### src/rtl/pipe_hazard_ctrl_pkg.sv
// rtl/pipe_hazard_ctrl_pkg.sv - shared types and constants for the pipeline hazard controller
package pipe_pkg;

  typedef enum logic [1:0] {
    RUN      = 2'd0,
    REDIRECT = 2'd1,
    MEM_WAIT = 2'd2
  } hz_state_t;

  localparam int          RWIDTH_DEF = 5;
  localparam logic [31:0] NOP_INSN   = 32'h00000013;  // addi x0, x0, 0
  localparam int          BCNT_W     = 3;
  localparam int          WD_W       = 16;

endpackage

### src/rtl/pipe_hazard_ctrl_sat_counter.sv
// rtl/pipe_hazard_ctrl_sat_counter.sv - saturating up-counter with synchronous clear
module sat_counter #(
  parameter int WIDTH = 32
) (
  input  logic             clk,
  input  logic             rst,
  input  logic             clear,
  input  logic             inc,
  output logic [WIDTH-1:0] count
);

  always_ff @(posedge clk or posedge rst) begin
    if (rst) begin
      count <= '0;
    end else if (clear) begin
      count <= '0;
    end else if (inc && (count != {WIDTH{1'b1}})) begin
      count <= count + 1'b1;
    end
  end

endmodule

### src/rtl/pipe_hazard_ctrl.sv
// rtl/pipe_hazard_ctrl.sv - stall/flush sequencer for the 5-stage RV32I pipeline
module pipe_hazard_ctrl
  import pipe_pkg::*;
#(
  parameter int RWIDTH           = RWIDTH_DEF,
  parameter int CWIDTH           = 32,
  parameter int REDIRECT_BUBBLES = 1,
  parameter int MEM_TIMEOUT      = 255
) (
  input  logic              clk,
  input  logic              rst,
  input  logic [RWIDTH-1:0] id_rs1,
  input  logic [RWIDTH-1:0] id_rs2,
  input  logic              id_use_rs1,
  input  logic              id_use_rs2,
  input  logic [RWIDTH-1:0] ex_rd,
  input  logic              ex_mem_read,
  input  logic              ex_redirect,
  input  logic              dmem_req,
  input  logic              dmem_ready,
  output logic              pc_hold,
  output logic              ifid_hold,
  output logic              idex_hold,
  output logic              exmem_hold,
  output logic              ifid_flush,
  output logic              idex_flush,
  output logic              mem_err,
  output logic [CWIDTH-1:0] stall_cycles
);

  localparam logic [BCNT_W-1:0] BUBBLES   = BCNT_W'(REDIRECT_BUBBLES);
  localparam logic [WD_W-1:0]   WD_LIMIT  = WD_W'(MEM_TIMEOUT - 1);

  hz_state_t         state_q, state_d;
  hz_state_t         ret_q, ret_d;
  hz_state_t         eff_state;
  logic [BCNT_W-1:0] cnt_q, cnt_d;
  logic [WD_W-1:0]   wd_count;
  logic              mem_stall;
  logic              load_use;
  logic              wd_wrap;

  assign mem_stall = dmem_req & ~dmem_ready;
  assign load_use  = ex_mem_read & (ex_rd != '0) &
                     ((id_use_rs1 & (ex_rd == id_rs1)) | (id_use_rs2 & (ex_rd == id_rs2)));

  // During a memory wait the pipeline behaves as the state it was frozen in.
  assign eff_state = (state_q == MEM_WAIT) ? ret_q : state_q;

  always_ff @(posedge clk or posedge rst) begin
    if (rst) begin
      state_q <= RUN;
      ret_q   <= RUN;
      cnt_q   <= '0;
    end else begin
      state_q <= state_d;
      ret_q   <= ret_d;
      cnt_q   <= cnt_d;
    end
  end

  always_comb begin
    pc_hold    = 1'b0;
    ifid_hold  = 1'b0;
    idex_hold  = 1'b0;
    exmem_hold = 1'b0;
    ifid_flush = 1'b0;
    idex_flush = 1'b0;
    state_d    = state_q;
    ret_d      = ret_q;
    cnt_d      = cnt_q;
    if (rst) begin
      state_d = RUN;
    end else if (mem_stall) begin
      pc_hold    = 1'b1;
      ifid_hold  = 1'b1;
      idex_hold  = 1'b1;
      exmem_hold = 1'b1;
      state_d    = MEM_WAIT;
      ret_d      = eff_state;
    end else if (ex_redirect) begin
      ifid_flush = 1'b1;
      idex_flush = 1'b1;
      cnt_d      = BUBBLES;
      state_d    = (BUBBLES != '0) ? REDIRECT : RUN;
      ret_d      = RUN;
    end else if (eff_state == REDIRECT) begin
      // ID holds a bubble here, so any load-use match is stale.
      ifid_flush = 1'b1;
      if (cnt_q <= BCNT_W'(1)) begin
        cnt_d   = '0;
        state_d = RUN;
      end else begin
        cnt_d   = cnt_q - 1'b1;
        state_d = REDIRECT;
      end
      ret_d = RUN;
    end else begin
      if (load_use) begin
        pc_hold    = 1'b1;
        ifid_hold  = 1'b1;
        idex_flush = 1'b1;
      end
      state_d = RUN;
      ret_d   = RUN;
    end
  end

  sat_counter #(.WIDTH(CWIDTH)) u_stall_cnt (
    .clk   (clk),
    .rst   (rst),
    .clear (1'b0),
    .inc   (pc_hold),
    .count (stall_cycles)
  );

  // Watchdog restarts from zero each time it fires, so a long wait pulses periodically.
  assign wd_wrap = (wd_count == WD_LIMIT);

  sat_counter #(.WIDTH(WD_W)) u_wd_cnt (
    .clk   (clk),
    .rst   (rst),
    .clear (~mem_stall | wd_wrap),
    .inc   (mem_stall),
    .count (wd_count)
  );

  always_ff @(posedge clk or posedge rst) begin
    if (rst) begin
      mem_err <= 1'b0;
    end else begin
      mem_err <= mem_stall & wd_wrap;
    end
  end

endmodule

### config.mk
export PLATFORM = sky130hd
export DESIGN_NAME = pipe_hazard_ctrl
export DESIGN_NICKNAME = d
export VERILOG_FILES = /design/src/rtl/pipe_hazard_ctrl_pkg.sv /design/src/rtl/pipe_hazard_ctrl_sat_counter.sv /design/src/rtl/pipe_hazard_ctrl.sv
export SDC_FILE = /design/constraint.sdc
export NUM_CORES = 1
export LEC_CHECK = 0
export CAP_MARGIN = 20
export CORE_AREA = 2 2 76 78
export CTS_CLUSTER_SIZE = 14
export DETAILED_ROUTE_END_ITERATION = 16
export DIE_AREA = 0 0 78 80
export GPL_TIMING_DRIVEN = 0
export PLACE_DENSITY = 0.9
export SYNTH_ARGS = -nofsm -noshare
export SYNTH_HDL_FRONTEND = slang
export SYNTH_SLANG_ARGS = --single-unit
export TNS_END_PERCENT = 100
### constraint.sdc
create_clock -name clk -period 11.7 [get_ports clk]
set_clock_uncertainty 0.2 [all_clocks]
set_input_delay 3.51 -clock clk [delete_from_list [all_inputs] [get_ports clk]]
set_output_delay 3.51 -clock clk [all_outputs]
set_load 0.01 [all_outputs]
Yosys cells after proc, flatten, opt, wreduce, memory -nomap -nowiden
Cells that the tools add are included.

storage, ports and cells
  flip-flop bits (word level) = 56
  output and inout port bits = 39

cells by class
  add/sub/neg operators = 3
  order comparisons = 1
  eq/ne operators = 7
  mux-type cells = 26
  bitwise gates (word level) = 11
  reductions and logical operators = 6

operators with widths
  operator                                                                number
  32-bit by 1-bit adder with 32-bit output (second input constant)        1
  16-bit two-way mux                                                      2
  32-bit inequality test (second input constant)                          1
  16-bit by 1-bit adder with 16-bit output (second input constant)        1
  16-bit by 8-bit == test with 1-bit output (second input constant)       1
  16-bit inequality test (second input constant)                          1
  1-bit two-way mux                                                       15
  2-bit two-way mux                                                       6
  5-bit == test                                                           2
  3-bit two-way mux                                                       3
  1-bit AND                                                               6
  5-bit nonzero test                                                      1
  2-bit nonzero test                                                      2
  3-bit by 1-bit <= comparator with 1-bit output (second input constant)  1
  1-bit inverter                                                          3
  3-bit AND reduction                                                     1
  3-bit by 1-bit subtractor with 3-bit output (second input constant)     1
  2-bit by 1-bit == test with 1-bit output (second input constant)        1
  2-bit == test (second input constant)                                   1
  1-bit logical AND                                                       2
  1-bit bitwise OR                                                        2

Depth between registers and ports, before layout
Gate-level depths: netlist of the first run.

  word-level depth = 10
  gate-level depth with buffers = 8
  depth with buffers taken out = 7

Hierarchy
Synthesis of the first run repeated with hierarchy kept, for this count alone.

second synthesis, totals
  cell total of the unflattened synthesis = 360
  area total of the unflattened synthesis = 3309.4 µm²

by module, submodules not included
  module                     instances  cells each  area each (µm²)
  sat_counter (u_stall_cnt)  1          186         1740.4
  sat_counter (u_wd_cnt)     1          101         932.1
  pipe_hazard_ctrl           1          73          636.9

Least setup slack after synthesis of the first run
Ideal clock, no wire load.

  path kind = input-to-output
  start point = in rst
  end point = out pc_hold
  data arrival time = 5.670 ns
  data required time = 7.990 ns
  path slack = 2.320 ns
  stages = 6
  path through = inv_1 -> nand2_1 -> inv_1 -> a41o_1 -> clkbuf_1 -> buf_4

between the ends
  cells in the longest elaborated chain, start to end = 1

ends and longest elaborated chain
  what               line                    text
  start, declared    pipe_hazard_ctrl.sv:11  input logic rst,
  1-bit two-way mux  -
  end, declared      pipe_hazard_ctrl.sv:21  output logic pc_hold,

No other way between the ends.

Final worst setup path of the first run
  start point = in rst
  end point = out pc_hold

between the ends
  cells in the longest elaborated chain, start to end = 1

ends and longest elaborated chain
  what               line                    text
  1-bit two-way mux  pipe_hazard_ctrl.sv:72  if (rst) begin

No other way between the ends.

==> results_dict.tcl, run 1 <==
set metrics [dict create \
    synth_xor_area_frac 0.156 \
    crit_fanout 25 \
    die_w_um 78 \
    worstPathCellList "clkdlybuf4s50_1 > inv_2 > nand2_1 > inv_1 > a41o_1 > clkbuf_1 > buf_4 > clkdlybuf4s50_1" \
    first_global_vias 2397 \
    grt_setup_unrepaired "false" \
    holdPathStages 1 \
    syn_area_per_cell_um2 9.92 \
    p_comb_frac 0.168 \
    synth_top_family_by_area "simple AND/OR/NAND/NOR gates" \
    wl_per_cell_um 14.9 \
    design_area_um2 3740 \
    clock_sink_count 56 \
    grt_use_total 0.220 \
    final-setup-viol-count 0 \
    wirelength_um 6530 \
    grt_pass1_wl_um 11000 \
    hold_buffers 0 \
    first_pass_iters 4 \
    busiest_layer "met2" \
    synthAdderAreaFrac 0.0214 \
    ys_async_sr_fraction 1.00 \
    postCtsSetupBuffers 0 \
    gr-usage-met3 0.0486 \
    hold_slack_ps 307 \
    use_met2 0.371 \
    nets 392 \
    path_clk_slew_ps 100 \
    worst_pin_slew_ps 765 \
    place_inst 429 \
    layout_common_cells "61 x clkdlybuf4s50_1, 56 x dfrtp_1, 36 x nor2_1" \
    synth-main-ff-cell "dfrtp_1" \
    outcome "complete, no violations" \
    cp.required_ps 7990 \
    dp_hpwl_um 4870 \
    ant_nets 0 \
    htreeDepth 2 \
    ys_types 40 \
    switching_share 0.265 \
    ys_ff_latch 56 \
    startpoint_type "input port" \
    io_buffers 61 \
    synthMuxAreaShare 0 \
    clock_latency_ps 310 \
    min_period_ps 9660 \
    synth_compound_area_frac 0.0509 \
    numCtsBuffers 5 \
    cts_resized 0 \
    maxClockFrequency_mhz 104 \
    fp-row-count 27 \
    power_leakage_uw 0.00160 \
    cts_tree "built" \
    initial_core_util 0.542 \
    synth_edf_count 0 \
    synth-simple-area-share 0.269 \
    p_switching_uw 103 \
    insertedDiodeCount 0 \
    syn_area_um2 2930 \
    peakVddDrop_uv 63.6 \
    fin_crit_sh 0.826 \
    cp.arrival_ps 5950 \
    via_per_inst 5.62 \
    p_per_area_nw_per_um2 104 \
    coreArea_um2 5410 \
    crit_type "in -> out" \
    crit_slowest_cell "clkdlybuf4s50_1" \
    yosys_warnings 0 \
    r2r_cells 8 \
    power.internal_uw 286 \
    layout_commonest_cell "clkdlybuf4s50_1" \
    dieArea_um2 6240 \
    cp_slowest_stage_delay_ps 520 \
    gp_congestion 0.836 \
    ys_seq_area_frac 0.479 \
    fin_tns_setup_ps 0 \
    power_frac_clock 0.284 \
    grt_util_met1 0.286 \
    clockRootBuffer "clkbuf_8" \
    place_area_um2 3650 \
    max_slew_margin 0.483 \
    cts_buffer_depth 2 \
    io_pins 62 \
    cp.depth 8 \
    final_cell_count_no_fill 437 \
    endpoint_kind "output port" \
    gr-total-overflow 0 \
    syn_nets 323 \
    grt_max_degree 35 \
    die_h_um 80 \
    hold_path.class "reg -> reg" \
    crit_family "buffers and inverters" \
    syn_inst 295 \
    drtIter0Drc 110 \
    seq_power_share 0.548 \
    antenna_found_initial 0 \
    syn_to_final_growth_pct 27.9 \
    report.final.slew_viol_count 0 \
    hold_violations 0 \
    drc 0 \
    critPathBufInv 6 \
    via_count 2454 \
    n_fill_cell 406 \
    crit_top_cell "clkdlybuf4s50_1" \
    maxCapViolations 0 \
    final_layout_size_suffix_gt1_frac 0.0603 \
]
## worst register-to-register path: stages (launching register included)
cell	delay (ps)
dfrtp_1	430
ha_1	250
nand4_1	110
nor4_1	90
and3b_1	220
nor3_2	440
buf_2	330
nand4_1	140
xnor2_1	150
## layout make-up
cell class / instances / area, um^2 / share of cell area
clock inverters: 2 / 13.8 / 0.00368
repair buffers: 62 / 631 / 0.168
multi-input cells: 223 / 1450 / 0.388
inverters: 9 / 33.8 / 0.00902
flip-flops and latches: 56 / 1400 / 0.374
plain buffers: 7 / 38.8 / 0.0104
clock buffers: 6 / 82.6 / 0.0221
well taps: 72 / 90.1 / 0.0241
## metrics by stage
step	utilization	total power [uW]	setup WS (ps)
detailed placement	0.675	282	2020
global route	0.693	408	1790
finish	0.693	389	2040
floorplan	-	251	2320
global placement	0.671	278	708
CTS	0.693	392	2010
## kinds of logic (layout without fill, tap and decap cells)
family	Yosys count	after routing
simple gates	144	144
flops	56	56
xor+xnor	52	52
compound gates	22	22
buf+inv	16	86
fa+ha+maj	5	5
## per-layer routing
metal	routed length, um	vias to the layer above
met5	0	-
met4	61	0
met3	497	6
met2	3210	97
met1	2760	1176
li1	-	1175
## path summary, 6_finish.rpt
path | startpoint | to | slack (ps)
worst max-delay path | rst | pc_hold | 2040
worst min-delay path | u_stall_cnt.count[11] | u_stall_cnt.count[11] | 310
worst max register to register | u_stall_cnt.count[0] | u_stall_cnt.count[18] | 9230
worst min register to register | u_stall_cnt.count[11] | u_stall_cnt.count[11] | 310
max in group asynchronous | rst | u_wd_cnt.count[4] | 7270
min in group asynchronous | rst | mem_err | 3470
## sequential cells by signal, indices dropped and copies added (netlist names)
name and flops:
cnt_q 3, mem_err 1, ret_q 2, state_q 2, u_stall_cnt.count 32, u_wd_cnt.count 16
## power groups by stage
stage	registers, uW	clock network (uW)	logic [uW]
4_1_cts	213	113	66.1
3_5_place_dp	217	0	65.7
5_1_grt	215	121	72.2
3_3_place_gp	216	0	62.2
2_1_floorplan	218	0	32.9
6_report	213	110	65.2
## synthesized netlist by cell type (3+ instances only)
| cell type | instances | area share |
|---|---|---|
| a21oi_1 | 4 | 0.0068 |
| a31oi_1 | 4 | 0.0085 |
| and3_1 | 10 | 0.021 |
| and4_1 | 4 | 0.012 |
| buf_4 | 3 | 0.0077 |
| clkbuf_1 | 3 | 0.0038 |
| dfrtp_1 | 56 | 0.48 |
| ha_1 | 5 | 0.021 |
| inv_1 | 9 | 0.012 |
| nand2_1 | 22 | 0.028 |
| nand3_1 | 20 | 0.034 |
| nand4_1 | 22 | 0.047 |
| nor2_1 | 36 | 0.046 |
| nor2b_1 | 3 | 0.0064 |
| nor3_1 | 9 | 0.015 |
| nor3_2 | 3 | 0.010 |
| o21ai_0 | 5 | 0.0085 |
| xnor2_1 | 34 | 0.10 |
| xor2_1 | 18 | 0.054 |
Note: power is estimated with default switching activity, not from simulation.
==> run 2: changes to the inputs <==
--- a/config.mk
+++ b/config.mk
@@ -6,12 +6,12 @@
 export NUM_CORES = 1
 export LEC_CHECK = 0
 export CAP_MARGIN = 20
-export CORE_AREA = 2 2 76 78
+export CORE_AREA = 2 2 79 81
 export CTS_CLUSTER_SIZE = 14
 export DETAILED_ROUTE_END_ITERATION = 16
-export DIE_AREA = 0 0 78 80
+export DIE_AREA = 0 0 81 83
 export GPL_TIMING_DRIVEN = 0
-export PLACE_DENSITY = 0.9
+export PLACE_DENSITY = 0.85
 export SYNTH_ARGS = -nofsm -noshare
 export SYNTH_HDL_FRONTEND = slang
 export SYNTH_SLANG_ARGS = --single-unit
==> constraint.sdc (replaced) <==
create_clock -name clk -period 9.4 [get_ports clk]
set_clock_uncertainty 0.2 [all_clocks]
set_input_delay 2.82 -clock clk [delete_from_list [all_inputs] [get_ports clk]]
set_output_delay 2.82 -clock clk [all_outputs]
set_load 0.01 [all_outputs]
==> run 2 against run 1 <==
  * Global-route usage decreased by 1.4 points
  * Sequential power is 25% higher
  * Critical path type unchanged
  * Via count is 0.33% lower
  * Highest routed layer unchanged
  * Cell count is 0.46% higher
  * Power is 35% higher
  * Non-clock buffer count did not move
  * Cell area rose by 0.97%
  * Critical path depth increased by 1
==> results_dict.tcl, run 2 (synthesis gave the netlist of run 1 again) <==
set metrics [dict create \
    first_pass_iters 4 \
    postCtsSetupBuffers 0 \
    grt_use_total 0.206 \
    syn_to_final_growth_pct 29.1 \
    htreeDepth 2 \
    die_h_um 83 \
    drtIter0Drc 57 \
    maxClockFrequency_mhz 119 \
    min_from "u_stall_cnt.count[16]" \
    insertedDiodeCount 0 \
    min_period_ps 8420 \
    wl_met2_um 3270 \
    power_leakage_uw 0.00161 \
    report.final.slew_viol_count 0 \
    initial_core_util 0.503 \
    largest_register_ffs 32 \
    hold_buffers 0 \
    gr-total-overflow 0 \
    startpoint_type "input port" \
    min_to "u_stall_cnt.count[16]" \
    p_per_area_nw_per_um2 139 \
    worst_pin_slew_ps 807 \
    cp.arrival_ps 5400 \
    cts_tree "built" \
    final_layout_size_suffix_gt1_frac 0.0577 \
    via_count 2446 \
    fin_crit_sh 0.896 \
    met3RoutedLength_um 377 \
    numCtsBuffers 5 \
    r2r-end "u_wd_cnt.count[9]" \
    fp-row-count 28 \
    ant_nets 0 \
    maxUsedRoutingLayer "met4" \
    endpoint_kind "output port" \
    timing.reg2reg.setup_slack_ps 6860 \
    hold_path.class "reg -> reg" \
    grt_setup_unrepaired "false" \
    max_slew_margin 0.455 \
    r2r-start "u_wd_cnt.count[0]" \
    dp_hpwl_um 5000 \
    cts_buffer_depth 2 \
    hold_slack_ps 301 \
    layout_commonest_cell "clkdlybuf4s50_1" \
    gp_congestion 0.833 \
    cts_resized 0 \
    antenna_found_initial 0 \
    coreArea_um2 5820 \
    hold_violations 0 \
    r2r_cells 8 \
    dieArea_um2 6720 \
    nets 392 \
    grt_max_degree 46 \
    clock_sink_count 56 \
    cp.required_ps 6380 \
    io_pins 62 \
    via_per_inst 5.57 \
    peakVddDrop_uv 129 \
    clock_latency_ps 300 \
    io_buffers 61 \
    p_total_uw 526 \
    final-setup-viol-count 0 \
    regMostFlops "u_stall_cnt.count" \
    clockRootBuffer "clkbuf_8" \
    wirelength_um 6690 \
    drc 0 \
    crit_fanout 45 \
    wirelength_met1_um 2950 \
    maxCapViolations 0 \
    die_w_um 81 \
    grt_pass1_wl_um 11100 \
    outcome "complete, no violations" \
    wl_per_cell_um 15.2 \
    first_global_vias 2368 \
    holdPathStages 1 \
    crit_type "in -> out" \
    layout_common_cells "61 x clkdlybuf4s50_1, 56 x dfrtp_1, 36 x nor2_1" \
    reg_top3 "u_stall_cnt.count x32, u_wd_cnt.count x16, cnt_q x3" \
    path_clk_slew_ps 90 \
]
==> run 2: cell type report <==
class                           instances  area [um^2]
Buffer                                  7         38.8
Clock inverter                          2         60.1
Timing Repair Buffer                   62          631
Clock buffer                            5         68.8
Fill cell                             492         2030
Tap cell                               75         93.8
Multi-Input combinational cell        223         1450
Sequential cell                        56         1400
Inverter                                9         33.8
==> run 2: where the power goes <==
| group | switching, uW | internal [uW] |
|---|---|---|
| clock | 72.8 | 105 |
| combinational | 39.9 | 42.3 |
| sequential | 12.8 | 253 |
==> run 2: worst max-delay path: stages <==
cell	delay, ps
clkdlybuf4s50_1	500
inv_2	290
buf_12	300
nand2_1	110
inv_1	150
a41o_1	120
clkbuf_1	390
buf_4	190
clkdlybuf4s50_1	520
==> run 2: how the worst max path moves through the flow <==
stage	depth (start not counted)	slack (ps)	from	end
5_1_grt	9	790	rst	pc_hold
3_5_place_dp	9	970	rst	pc_hold
4_1_cts	9	950	rst	pc_hold
6_report	9	980	rst	pc_hold
3_3_place_gp	8	-140	rst	pc_hold
2_1_floorplan	6	1400	rst	pc_hold
==> run 2: routing by layer <==
layer,vias up,global-route usage
met4,0,0.0616
met1,1193,0.267
met5,-,0
met3,11,0.0402
met2,67,0.346
li1,1175,-
==> run 2: metrics by stage <==
step / TNS (ps) / std cells / area [um^2] / setup slack [ps] / util
2_1_floorplan: 0 / 295 / 2930 / 1400 / -
3_3_place_gp: -324 / 431 / 3630 / -140 / 0.625
3_5_place_dp: 0 / 432 / 3650 / 970 / 0.628
4_1_cts: 0 / 439 / 3780 / 946 / 0.650
5_1_grt: 0 / 439 / 3780 / 795 / 0.650
6_report: 0 / 439 / 3780 / 977 / 0.650
